===== src/rtl/sixteen_bit_serial_subtractor.sv =====
// Bit-serial 16-bit subtractor: diff = a - b - bin, LSB first, start/busy/done handshake.
// Optional signed-overflow output enabled by defining SERIAL_SUB_OVF_EN.
module sixteen_bit_serial_subtractor #(
  parameter int WIDTH = 16
) (
  input  logic             clk,
  input  logic             rst,
  input  logic             start,
  input  logic [WIDTH-1:0] a,
  input  logic [WIDTH-1:0] b,
  input  logic             bin,
  output logic             busy,
  output logic             done,
  output logic [WIDTH-1:0] diff,
  output logic             bout
`ifdef SERIAL_SUB_OVF_EN
  ,
  output logic             ovf
`endif
);

  typedef enum logic [1:0] {IDLE, RUN, DONE} state_t;

  state_t           state_reg, state_next;
  logic [3:0]       cnt_reg;
  logic [WIDTH-1:0] a_sr_reg, b_sr_reg, res_sr_reg;
  logic [WIDTH-1:0] a_shr, b_shr, res_next;
  logic             brw_reg, brw_next, d_bit;
  logic [WIDTH-1:0] diff_reg;
  logic             bout_reg;
  logic             last_bit;

  // One full-subtractor slice; operand LSBs are the current bit.
  assign d_bit    = a_sr_reg[0] ^ b_sr_reg[0] ^ brw_reg;
  assign brw_next = (~a_sr_reg[0] & b_sr_reg[0]) | (~(a_sr_reg[0] ^ b_sr_reg[0]) & brw_reg);
  assign last_bit = (cnt_reg == 4'(WIDTH - 1));

  genvar gi;
  generate
    for (gi = 0; gi < WIDTH; gi++) begin : g_shift
      if (gi == WIDTH - 1) begin : g_msb
        assign a_shr[gi]    = 1'b0;
        assign b_shr[gi]    = 1'b0;
        assign res_next[gi] = d_bit;
      end else begin : g_body
        assign a_shr[gi]    = a_sr_reg[gi+1];
        assign b_shr[gi]    = b_sr_reg[gi+1];
        assign res_next[gi] = res_sr_reg[gi+1];
      end
    end
  endgenerate

  always_comb begin
    state_next = state_reg;
    case (state_reg)
      IDLE:    if (start) state_next = RUN;
      RUN:     if (last_bit) state_next = DONE;
      DONE:    state_next = IDLE;
      default: state_next = IDLE;
    endcase
  end

  always_ff @(posedge clk) begin
    if (rst) begin
      state_reg <= IDLE;
    end else begin
      state_reg <= state_next;
    end
  end

  always_ff @(posedge clk) begin
    if (rst) begin
      cnt_reg    <= '0;
      a_sr_reg   <= '0;
      b_sr_reg   <= '0;
      res_sr_reg <= '0;
      brw_reg    <= 1'b0;
      diff_reg   <= '0;
      bout_reg   <= 1'b0;
    end else begin
      case (state_reg)
        IDLE: begin
          if (start) begin
            a_sr_reg <= a;
            b_sr_reg <= b;
            brw_reg  <= bin;
            cnt_reg  <= '0;
          end
        end
        RUN: begin
          a_sr_reg   <= a_shr;
          b_sr_reg   <= b_shr;
          res_sr_reg <= res_next;
          brw_reg    <= brw_next;
          cnt_reg    <= cnt_reg + 4'd1;
          if (last_bit) begin
            diff_reg <= res_next;
            bout_reg <= brw_next;
          end
        end
        default: ;
      endcase
    end
  end

`ifdef SERIAL_SUB_OVF_EN
  logic ovf_reg;

  // On the final bit the shift-register LSBs hold the original operand sign bits.
  always_ff @(posedge clk) begin
    if (rst) begin
      ovf_reg <= 1'b0;
    end else if (state_reg == RUN && last_bit) begin
      ovf_reg <= (a_sr_reg[0] ^ b_sr_reg[0]) & (d_bit ^ a_sr_reg[0]);
    end
  end

  assign ovf = ovf_reg;
`endif

  assign busy = (state_reg == RUN);
  assign done = (state_reg == DONE);
  assign diff = diff_reg;
  assign bout = bout_reg;

endmodule


===== config.mk =====
export PLATFORM = sky130hd
export DESIGN_NAME = sixteen_bit_serial_subtractor
export DESIGN_NICKNAME = d
export VERILOG_FILES = /design/src/rtl/sixteen_bit_serial_subtractor.sv
export SDC_FILE = /design/constraint.sdc
export NUM_CORES = 1
export LEC_CHECK = 0
export CORE_MARGIN = 2
export CORE_UTILIZATION = 45
export DETAILED_ROUTE_END_ITERATION = 16
export PLACE_DENSITY_LB_ADDON = 0.25
export SKIP_LAST_GASP = 1
export SLEW_MARGIN = 20
export SYNTH_ARGS = -nofsm -noshare
export SYNTH_HDL_FRONTEND = slang
export SYNTH_SLANG_ARGS = --single-unit

===== constraint.sdc =====
create_clock -name clk -period 1.4 [get_ports clk]
set_clock_uncertainty 0.05 [all_clocks]
set_input_delay 0.21 -clock clk [delete_from_list [all_inputs] [get_ports clk]]
set_output_delay 0.21 -clock clk [all_outputs]
set_load 0.005 [all_outputs]

=== After elaboration in Yosys (flattened, before gate mapping) ===
Index checks and enable logic that the tools add are counted.
Widths: inputs -> output; s select.

* Register bits after elaboration: 72
* Input bits: 36
* Output and inout bits: 19
* Logic and storage cells: 37

* $add $sub $neg: 1
* Eq/ne operators: 5
* Muxes and demuxes: 11
* Bitwise gates (word level): 7
* Reduce and logical (&&, ||, !) cells: 5

{| class="wikitable"
|+ Operators by type and width
! cell !! number
|-
| $pmux 16 s2 || 2
|-
| $mux 16 || 2
|-
| $pmux 4 s2 || 1
|-
| $reduce_and 2->1 || 3
|-
| $add 4x1->4 const B || 1
|-
| $eq 4x4->1 const B || 1
|-
| $mux 2 || 2
|-
| $mux 4 || 1
|-
| $pmux 2 s2 || 1
|-
| $and 1x1->1 || 2
|-
| $eq 2x1->1 const B || 1
|-
| $eq 2x2->1 const B || 1
|-
| $logic_not 2->1 || 1
|-
| $ne 2x1->1 const B || 1
|-
| $ne 2x2->1 const B || 1
|-
| $not 1->1 || 2
|-
| $pmux 1 s2 || 1
|-
| $reduce_bool 2->1 || 1
|-
| $xor 1x1->1 || 2
|-
| $mux 1 || 1
|-
| $or 1x1->1 || 1
|}

=== Logic depth before layout (Yosys ltp) ===
Gate-level depths: netlist (run 1).

* Depth after elaboration: 5
* Depth in mapped cells: 7
* Gate-level depth less buffers: 5

=== Worst setup path before layout (run 1) ===
OpenSTA, ideal clock, no wires.

* Path kind: reg2reg
* Start: register b_sr_reg[0]
* End: register diff_reg[15], in the netlist diff[15]
* Arrival: 1.349 ns
* Setup slack: -0.070 ns
* Stages on the path, launching flop included: 6
* Path buffers: 0
* Period minus slack after synthesis: 1.470 ns
* Cell sequence: dfxtp_1 -> inv_1 -> fa_1 -> inv_1 -> or3_1 -> a21oi_1

* Longest elaborated chain between the ends: 2

{| class="wikitable"
|+ RTL lines
! element !! RTL line !! text
|-
| start: declaration || 26 || <nowiki>logic [WIDTH-1:0] a_sr_reg, b_sr_reg, res_sr_reg;</nowiki>
|-
| start signal: assignment || 92 || <nowiki>b_sr_reg <= b_shr;</nowiki>
|-
| $xor 1x1->1 (2 in a row) || 34 || <nowiki>assign d_bit = a_sr_reg[0] ^ b_sr_reg[0] ^ brw_reg;</nowiki>
|-
| net d_bit || 28 || <nowiki>logic brw_reg, brw_next, d_bit;</nowiki>
|-
| end signal: assignment || 97 || <nowiki>diff_reg <= res_next;</nowiki>
|-
| end: declaration || 29 || <nowiki>logic [WIDTH-1:0] diff_reg;</nowiki>
|}

The timed path passes the listed nets, and every way through them passes these cells.
A chain may end at the register's enable or synchronous reset.

=== Worst setup path after layout (run 1) ===
* Start: register state_reg[0]
* End: register cnt_reg[3]

* Longest elaborated chain between the ends: 3
* Elaborated cells between the ends (all ways): 6
* Classes of those cells: eq/ne (2); mux (1); reduce/logical (3)

{| class="wikitable"
|+ RTL lines
! element !! RTL line !! text
|-
| start: declaration || 24 || <nowiki>state_t state_reg, state_next;</nowiki>
|-
| start signal: assignment || 67 || <nowiki>state_reg <= state_next;</nowiki>
|-
| $eq 2x1->1 or $logic_not 2->1 (tied branches) || 81 || <nowiki>case (state_reg)</nowiki>
|-
| $reduce_bool 2->1 (no source line) or $ne 2x2->1 (tied branches) || n/a ||
|-
| $reduce_and 2->1 (no source line) || n/a ||
|-
| end signal: assignment || 95 || <nowiki>cnt_reg <= cnt_reg + 4'd1;</nowiki>
|-
| end: declaration || 25 || <nowiki>logic [3:0] cnt_reg;</nowiki>
|}

Several ways; a longest one is shown, not always the timed one.

==> metrics.md, run 1 <==
| Metric | Value |
|---|---|
| Longest Clk Path Bufs | 2 |
| GR Layer Usage met3 | 4.05% |
| Ys flop type | dfxtp_1 |
| Clock Latency Late Sink | 0.36 ns |
| Asr flop ratio synth | 0% |
| Starting Density | 46.3% |
| Peak fanout along the critical path | 6 |
| Syn Std Cell Area | 3150 µm² |
| Largest net degree at the start of global routing | 40 |
| Slew HR | between 70% and 80% |
| Achievable Freq | 644 MHz |
| Commonest non-fill, non-tap cell in the layout | dfxtp_1 |
| Setup crit start kind | register |
| First-pass GRT wire length | ~12 mm |
| Syn-to-layout area delta | 53.1% |
| Hold Path Depth | 3 |
| Layout cells sized above 1 | between 30% and 40% |
| Worst reg2reg startpoint | state_reg[0]$_SDFFE_PP0P_ |
| #FFs+latches synth | 71 |
| Drt via density | 5.24 |
| Final ANT Viol Nets | 0 |
| Register-to-Register Path Depth | 5 |
| IO buf count | 54 |
| Core box area | 6790 µm² |
| EDFF count, synth | 0 |
| Crit. End Element | register |
| Fin util | 70.9% |
| Htree depth | 3 |
| Min cycle time layout | 1.55 ns |
| TritonCTS buffer count | 9 |
| Setup ws final | -0.152 ns |
| CTS root buf | clkbuf_8 |
| WL final | 8.62 mm |
| # nets final | around 500 |
| Ys Warns | 0 |
| Register-to-register setup slack | -0.15 ns |
| Routed len/inst | about 15 µm |
| Yosys top cell area share | 45.2% |
| Worst hold path type | in -> reg |
| Measured slew at the worst slew-check pin | 0.426 ns |
| Drt pass-1 iters | 4 |
| Area leader, netlist | dfxtp_1 |
| Slew Limit Fails | 0 |
| Hold Path Sink | a_sr_reg[15]$_SDFFE_PP0P_ |
| DP Worst Slack | -0.319 ns |
| Leakage | between 1.5 and 2 nW |
| Crit path DAT | 1.78 ns |
| Max-Cap Viols | 0 |
| Mapped Nets | 418 |
| Post-DP HPWL | 4.55 mm |
| Die area | 7670 µm² |
| Final period util | 111% |
| Required time of the critical path | 1.63 ns |
| Hold_ws | 0.280 ns |
| Crit. Startpoint | state_reg[0]$_SDFFE_PP0P_ |
| CTS Hold Bufs | 0 |
| Synth cell types | 36 |
| Final Hold Viols | 0 |
| CP Class | reg -> reg |
| Ant diodes | 0 |
| Most used routing layer | met2 |
| Most frequent cells in the layout | 56 x dfxtp_1, 34 x a21oi_1, 33 x clkdlybuf4s50_1, 30 x nand2_1, 28 x buf_4 |
| Met2 usage | 33.3% |
| Failing checks | negative setup slack |
| DR vias | 3,004 |
| Pwr Density | 1100 nW/µm² |
| Die Width | 87.6 µm |
| Synth area leaders | dfxtp_1 45%, a21oi_1 9.1%, or3b_1 5.6% |
| Final RePlAce weighted congestion | 0.754 |
| Mapped Cells | between 300 and 400 |
| Hold Startpoint | rst |
| GRT Total Usage | 20.7% |
| Final setup vio count | 41 |
| RSZ-0062 raised after global routing | true |
| Grt ovf | 0 |
| Clk pin slew, worst setup/hold paths | about 0.09 ns |
| Sequential fraction of the synthesis area | between 40% and 50% |
| R2r endpoint | cnt_reg[3]$_SDFFE_PP0P_ |
| CTS tree | yes |
| Post-route DRC violation count | 0 |
| Row cnt | 30 |
| Die Span Y | 87.6 µm |
| Io pins | 55 |
| CTS Sinks | around 70 |
| Peak VDD IR | around 600 µV |
| GR Util met1 | roughly 27% |
| Antenna violations before repair | 0 |
| Synth Area per Inst | 8.28 µm² |
| Initial DRC Count | 129 |
| Vias in the first global route | 2,666 |
| Outcome | finished, violations left |
## worst max-delay path, cell delays in order, from the launching register on
cell and delay, ns:
dfxtp_4 0.44, nand2b_4 0.08, buf_8 0.14, bufbuf_16 0.27, or3_4 0.35, a31oi_1 0.15
## timing repair
item / CTS / global route
gates resized for setup: 40 / 70
setup endpoints to repair: 48 / 53
setup buffers: 6 / 14
pin swaps: 9 / 46
cloned: 2 / 8
## cells in the mapped netlist, types with 2 or more instances
library cell	count
nand2b_1	26
or3_1	17
a21oi_1	57
inv_1	18
or3b_1	20
nor2_1	29
buf_2	6
nor3b_1	2
nor3_1	27
a221o_1	5
o21ai_0	16
a22o_1	3
dfxtp_1	71
and2_1	3
buf_1	3
a211oi_1	3
nand2_1	31
nand3_1	3
or3b_2	5
buf_6	4
clkbuf_1	16
## worst max-delay path by stage
| stage | endpoint | slack (ns) | cells past startpoint |
|---|---|---|---|
| finish | cnt_reg[3]$_SDFFE_PP0P_ | -0.15 | 5 |
| global route | cnt_reg[3]$_SDFFE_PP0P_ | -0.19 | 5 |
| CTS | diff[15]$_SDFFE_PP0P_ | -0.08 | 5 |
| detailed placement | b_sr_reg[9]$_SDFFE_PP0P_ | -0.32 | 5 |
| global placement | b_sr_reg[9]$_SDFFE_PP0P_ | -0.31 | 5 |
| floorplan | diff[15]$_SDFFE_PP0P_ | -0.05 | 5 |
## kinds of logic after synthesis
kind of cell    synth area share (%)
compound gates                  16.3
fa+ha+maj                       1.03
buf+inv                         7.32
flops                           45.2
simple gates                    30.1
## per-stage QoR
step | instance area, µm² | power [mW] | setup TNS, ns | std cells
floorplan | 3150 | 2.69 | -0.109 | 380
global placement | 3940 | 3.00 | -9.10 | 528
detailed placement | 3940 | 3.01 | -9.91 | 528
CTS | 4300 | 4.98 | -0.824 | 552
global route | 4820 | 5.52 | -4.84 | 573
finish | 4820 | 5.28 | -2.49 | 573
## per-layer routing
metal	vias to the layer above	share of wire, %
met5	-	0
met4	0	1.9
met3	14	3.9
met2	76	50
met1	1431	44
li1	1483	-
## power by group
| group | switching, mW | total [mW] | leakage (nW) | internal (mW) |
|---|---|---|---|---|
| logic | 0.474 | 1.17 | 1.21 | 0.697 |
| registers | 0.0793 | 2.22 | 0.587 | 2.14 |
| clock network | 0.869 | 1.89 | 0.114 | 1.02 |
| total | 1.42 | 5.28 | 1.92 | 3.86 |
## area by class of cell
cell class                 instances  area [µm²]
clock inverter                     7         104
clock buffer                       9         124
tap                               96         120
sequential                        71        1440
multi-input combinational        259        1680
fill                             506        1980
timing repair buffer             112        1280
inverter                          19        72.6
Note: power is estimated with default switching activity, not from simulation.
==> inputs of run 2 (changes only) <==
--- a/config.mk
+++ b/config.mk
@@ -5,11 +5,9 @@
 export SDC_FILE = /design/constraint.sdc
 export NUM_CORES = 1
 export LEC_CHECK = 0
-export CORE_MARGIN = 2
 export CORE_UTILIZATION = 45
 export DETAILED_ROUTE_END_ITERATION = 16
 export PLACE_DENSITY_LB_ADDON = 0.25
-export SKIP_LAST_GASP = 1
 export SLEW_MARGIN = 20
 export SYNTH_ARGS = -nofsm -noshare
 export SYNTH_HDL_FRONTEND = slang
==> metrics.md, run 2 (same netlist as run 1, synthesis figures left out) <==
| Metric | Value |
|---|---|
| Pwr Total | 4.92 mW (-6.9%) |
| Crit path DAT | 1.69 ns (-0.09 ns) |
| Die Width | 85.6 µm (-2.3%) |
| Die Span Y | 85.6 µm (-2.3%) |
| Post-DP HPWL | 4.55 mm (+0.18%) |
| Sequential group share of total power | 44.8% (+2.8 points) |
| Net Sw Frac | 25.6% (-1.3 points) |
| Net Switching | 1.26 mW (-11%) |
| Die area | 7330 µm² (-4.5%) |
| Crit. End Element | register |
| Largest stage delay, worst path | 0.52 ns (+0.08 ns) |
| Post-layout instance area | 4410 µm² (-8.5%) |
| Post-route DRC violation count | 0 (unchanged) |
| Required time of the critical path | 1.62 ns (about the same) |
| Most frequent cells in the layout | 59 x dfxtp_1, 47 x a21oi_1, 33 x clkdlybuf4s50_1, 30 x nand2_1, 28 x nor2_1 |
| CTS root buf | clkbuf_8 |
| Peak VDD IR | 699 µV (+17%) |
| Hold_ws | 0.194 ns (-0.0857 ns) |
| Int Pwr | 3.66 mW (-5.2%) |
| Crit-path leading delay family | adder cells |
| Antenna violations before repair | 0 (unchanged) |
| RSZ-0062 raised after global routing | true |
| Worst hold path type | in -> reg |
| Drt via density | 5.35 (+2.0%) |
| Outcome | finished, violations left |
| Gate power share | 19.1% (-3.0 points) |
| Clk pin slew, worst setup/hold paths | 0.07 ns (-0.02 ns) |
| CP Class | reg -> reg |
| WL final | 7.54 mm (-12%) |
| Setup TNS | -0.724 ns (+1.77 ns) |
| Max-Cap Viols | 0 (unchanged) |
| Initial DRC Count | 120 (-7.0%) |
| Peak fanout along the critical path | 2 (-4) |
| Clock Latency Late Sink | 0.34 ns (-0.02 ns) |
| Final ANT Viol Nets | 0 (unchanged) |
| Routed len/inst | 13.9 µm (-7.3%) |
| Pwr Density | 1120 nW/µm² (+1.7%) |
| Core box area | 6760 µm² (-0.55%) |
| Placed cell area | 3940 µm² (about the same) |
| Row cnt | 30 (unchanged) |
| Crit-path slowest cell | fa_1 |
| Io pins | 55 (unchanged) |
| Final RePlAce weighted congestion | 0.763 (+1.2%) |
| Measured slew at the worst slew-check pin | 0.388 ns (-0.0379 ns) |
| Layout cells sized above 1 | 22.8% (-7.8 points) |
| Syn-to-layout area delta | 40.1% |
| Dpl cells | 515 (-2.5%) |
| Non-Filler Instances | 541 (-5.6%) |
| Commonest non-fill, non-tap cell in the layout | dfxtp_1 |
| Achievable Freq | 679 MHz (+5.4%) |
| CTS Sinks | 71 (unchanged) |
| GRT Total Usage | 20.1% (-0.60 points) |
| # nets final | 494 (-3.1%) |
| CP Cell Sequence | inv_2 -> fa_1 -> inv_1 -> or3_1 -> a21oi_1 |
| Failing checks | negative setup slack |
| IO buf count | 54 (unchanged) |
| DP Worst Slack | -0.437 ns (-0.118 ns) |
| Slew Limit Fails | 0 (unchanged) |
| Largest net degree at the start of global routing | 39 (-2.5%) |
| Final Hold Viols | 0 (unchanged) |
| Vias in the first global route | 2,536 (-4.9%) |
| Fin util | 65.2% (-5.7 points) |
| CTS tree | yes |
| Min cycle time layout | 1.47 ns (-0.0799 ns) |
| Clock network power share | 36.1% (+0.2 points) |
| Ant diodes | 0 (unchanged) |
| First-pass GRT wire length | 11.7 mm (-5.9%) |
| Longest Clk Path Bufs | 2 (unchanged) |
| Grt ovf | 0 (unchanged) |
| Final period util | 105% (-5.7 points) |
| Drt pass-1 iters | 4 (unchanged) |
| Final setup vio count | 21 (-49%) |
| DR vias | 2,894 (-3.7%) |
| Leakage | 1.74 nW (-9.3%) |
| Setup crit start kind | register |
| TritonCTS buffer count | 9 (unchanged) |
| Htree depth | 3 (unchanged) |
| Worst Path Buf+Inv | 2 (unchanged) |
| Starting Density | 46.6% (+0.26 points) |
| Slew HR | 74.1% (+2.5 points) |
| Setup ws final | -0.0721 ns (+0.0799 ns) |
## run 2: cell types whose count changed in the layout (fill, tap and decap cells not counted), moves of 5 or more
cell / delta
a21oi_1: +13
a21oi_2: -13
or3_1: +5
or3_4: -5
or3b_4: -5
## run 2: area by class of cell
class                   count  area (µm²)
fillers                   581        2350
repair buffers             96         995
multi-input cells         259        1590
clock inverters             6        85.1
flip-flops and latches     71        1440
well taps                  80         100
inverters                  19        72.6
clock buffers              10         128
## run 2: metal layers
metal / wire (µm) / share of wire, % / GRT usage, %
met3: 223 / 3.0 / 4.43
met5: 0 / 0 / 0
met2: 3620 / 48 / 32.2
met1: 3570 / 47 / 26.5
met4: 132 / 1.7 / 7.88
## run 2: timing repair
item / CTS / global route
gates cloned: 1 / 4
hold buffers: 0 / 0
setup endpoints to repair: 64 / 44
gates resized for setup: 47 / 36
pin swaps: 7 / 15
setup buffers: 4 / 3
endpoints found under the hold margin: 0 / 0
## run 2: final timing paths
kind | start | to | slack, ns | cells after the start
max | b_sr_reg[0]$_SDFFE_PP0P_ | diff[15]$_SDFFE_PP0P_ | -0.07 | 5
max reg2reg | b_sr_reg[0]$_SDFFE_PP0P_ | diff[15]$_SDFFE_PP0P_ | -0.07 | 5
min | rst | a_sr_reg[5]$_SDFFE_PP0P_ | 0.19 | 2
min reg2reg | res_sr_reg[7]$_SDFFE_PP0P_ | res_sr_reg[6]$_SDFFE_PP0P_ | 0.42 | 2
## run 2: power by group through the flow
stage	combinational, mW	sequential, mW	clock (mW)
detailed placement	0.759	2.24	0
finish	0.939	2.20	1.77
global route	1.01	2.22	1.91
floorplan	0.470	2.22	0
global placement	0.747	2.24	0
CTS	0.796	2.20	1.80
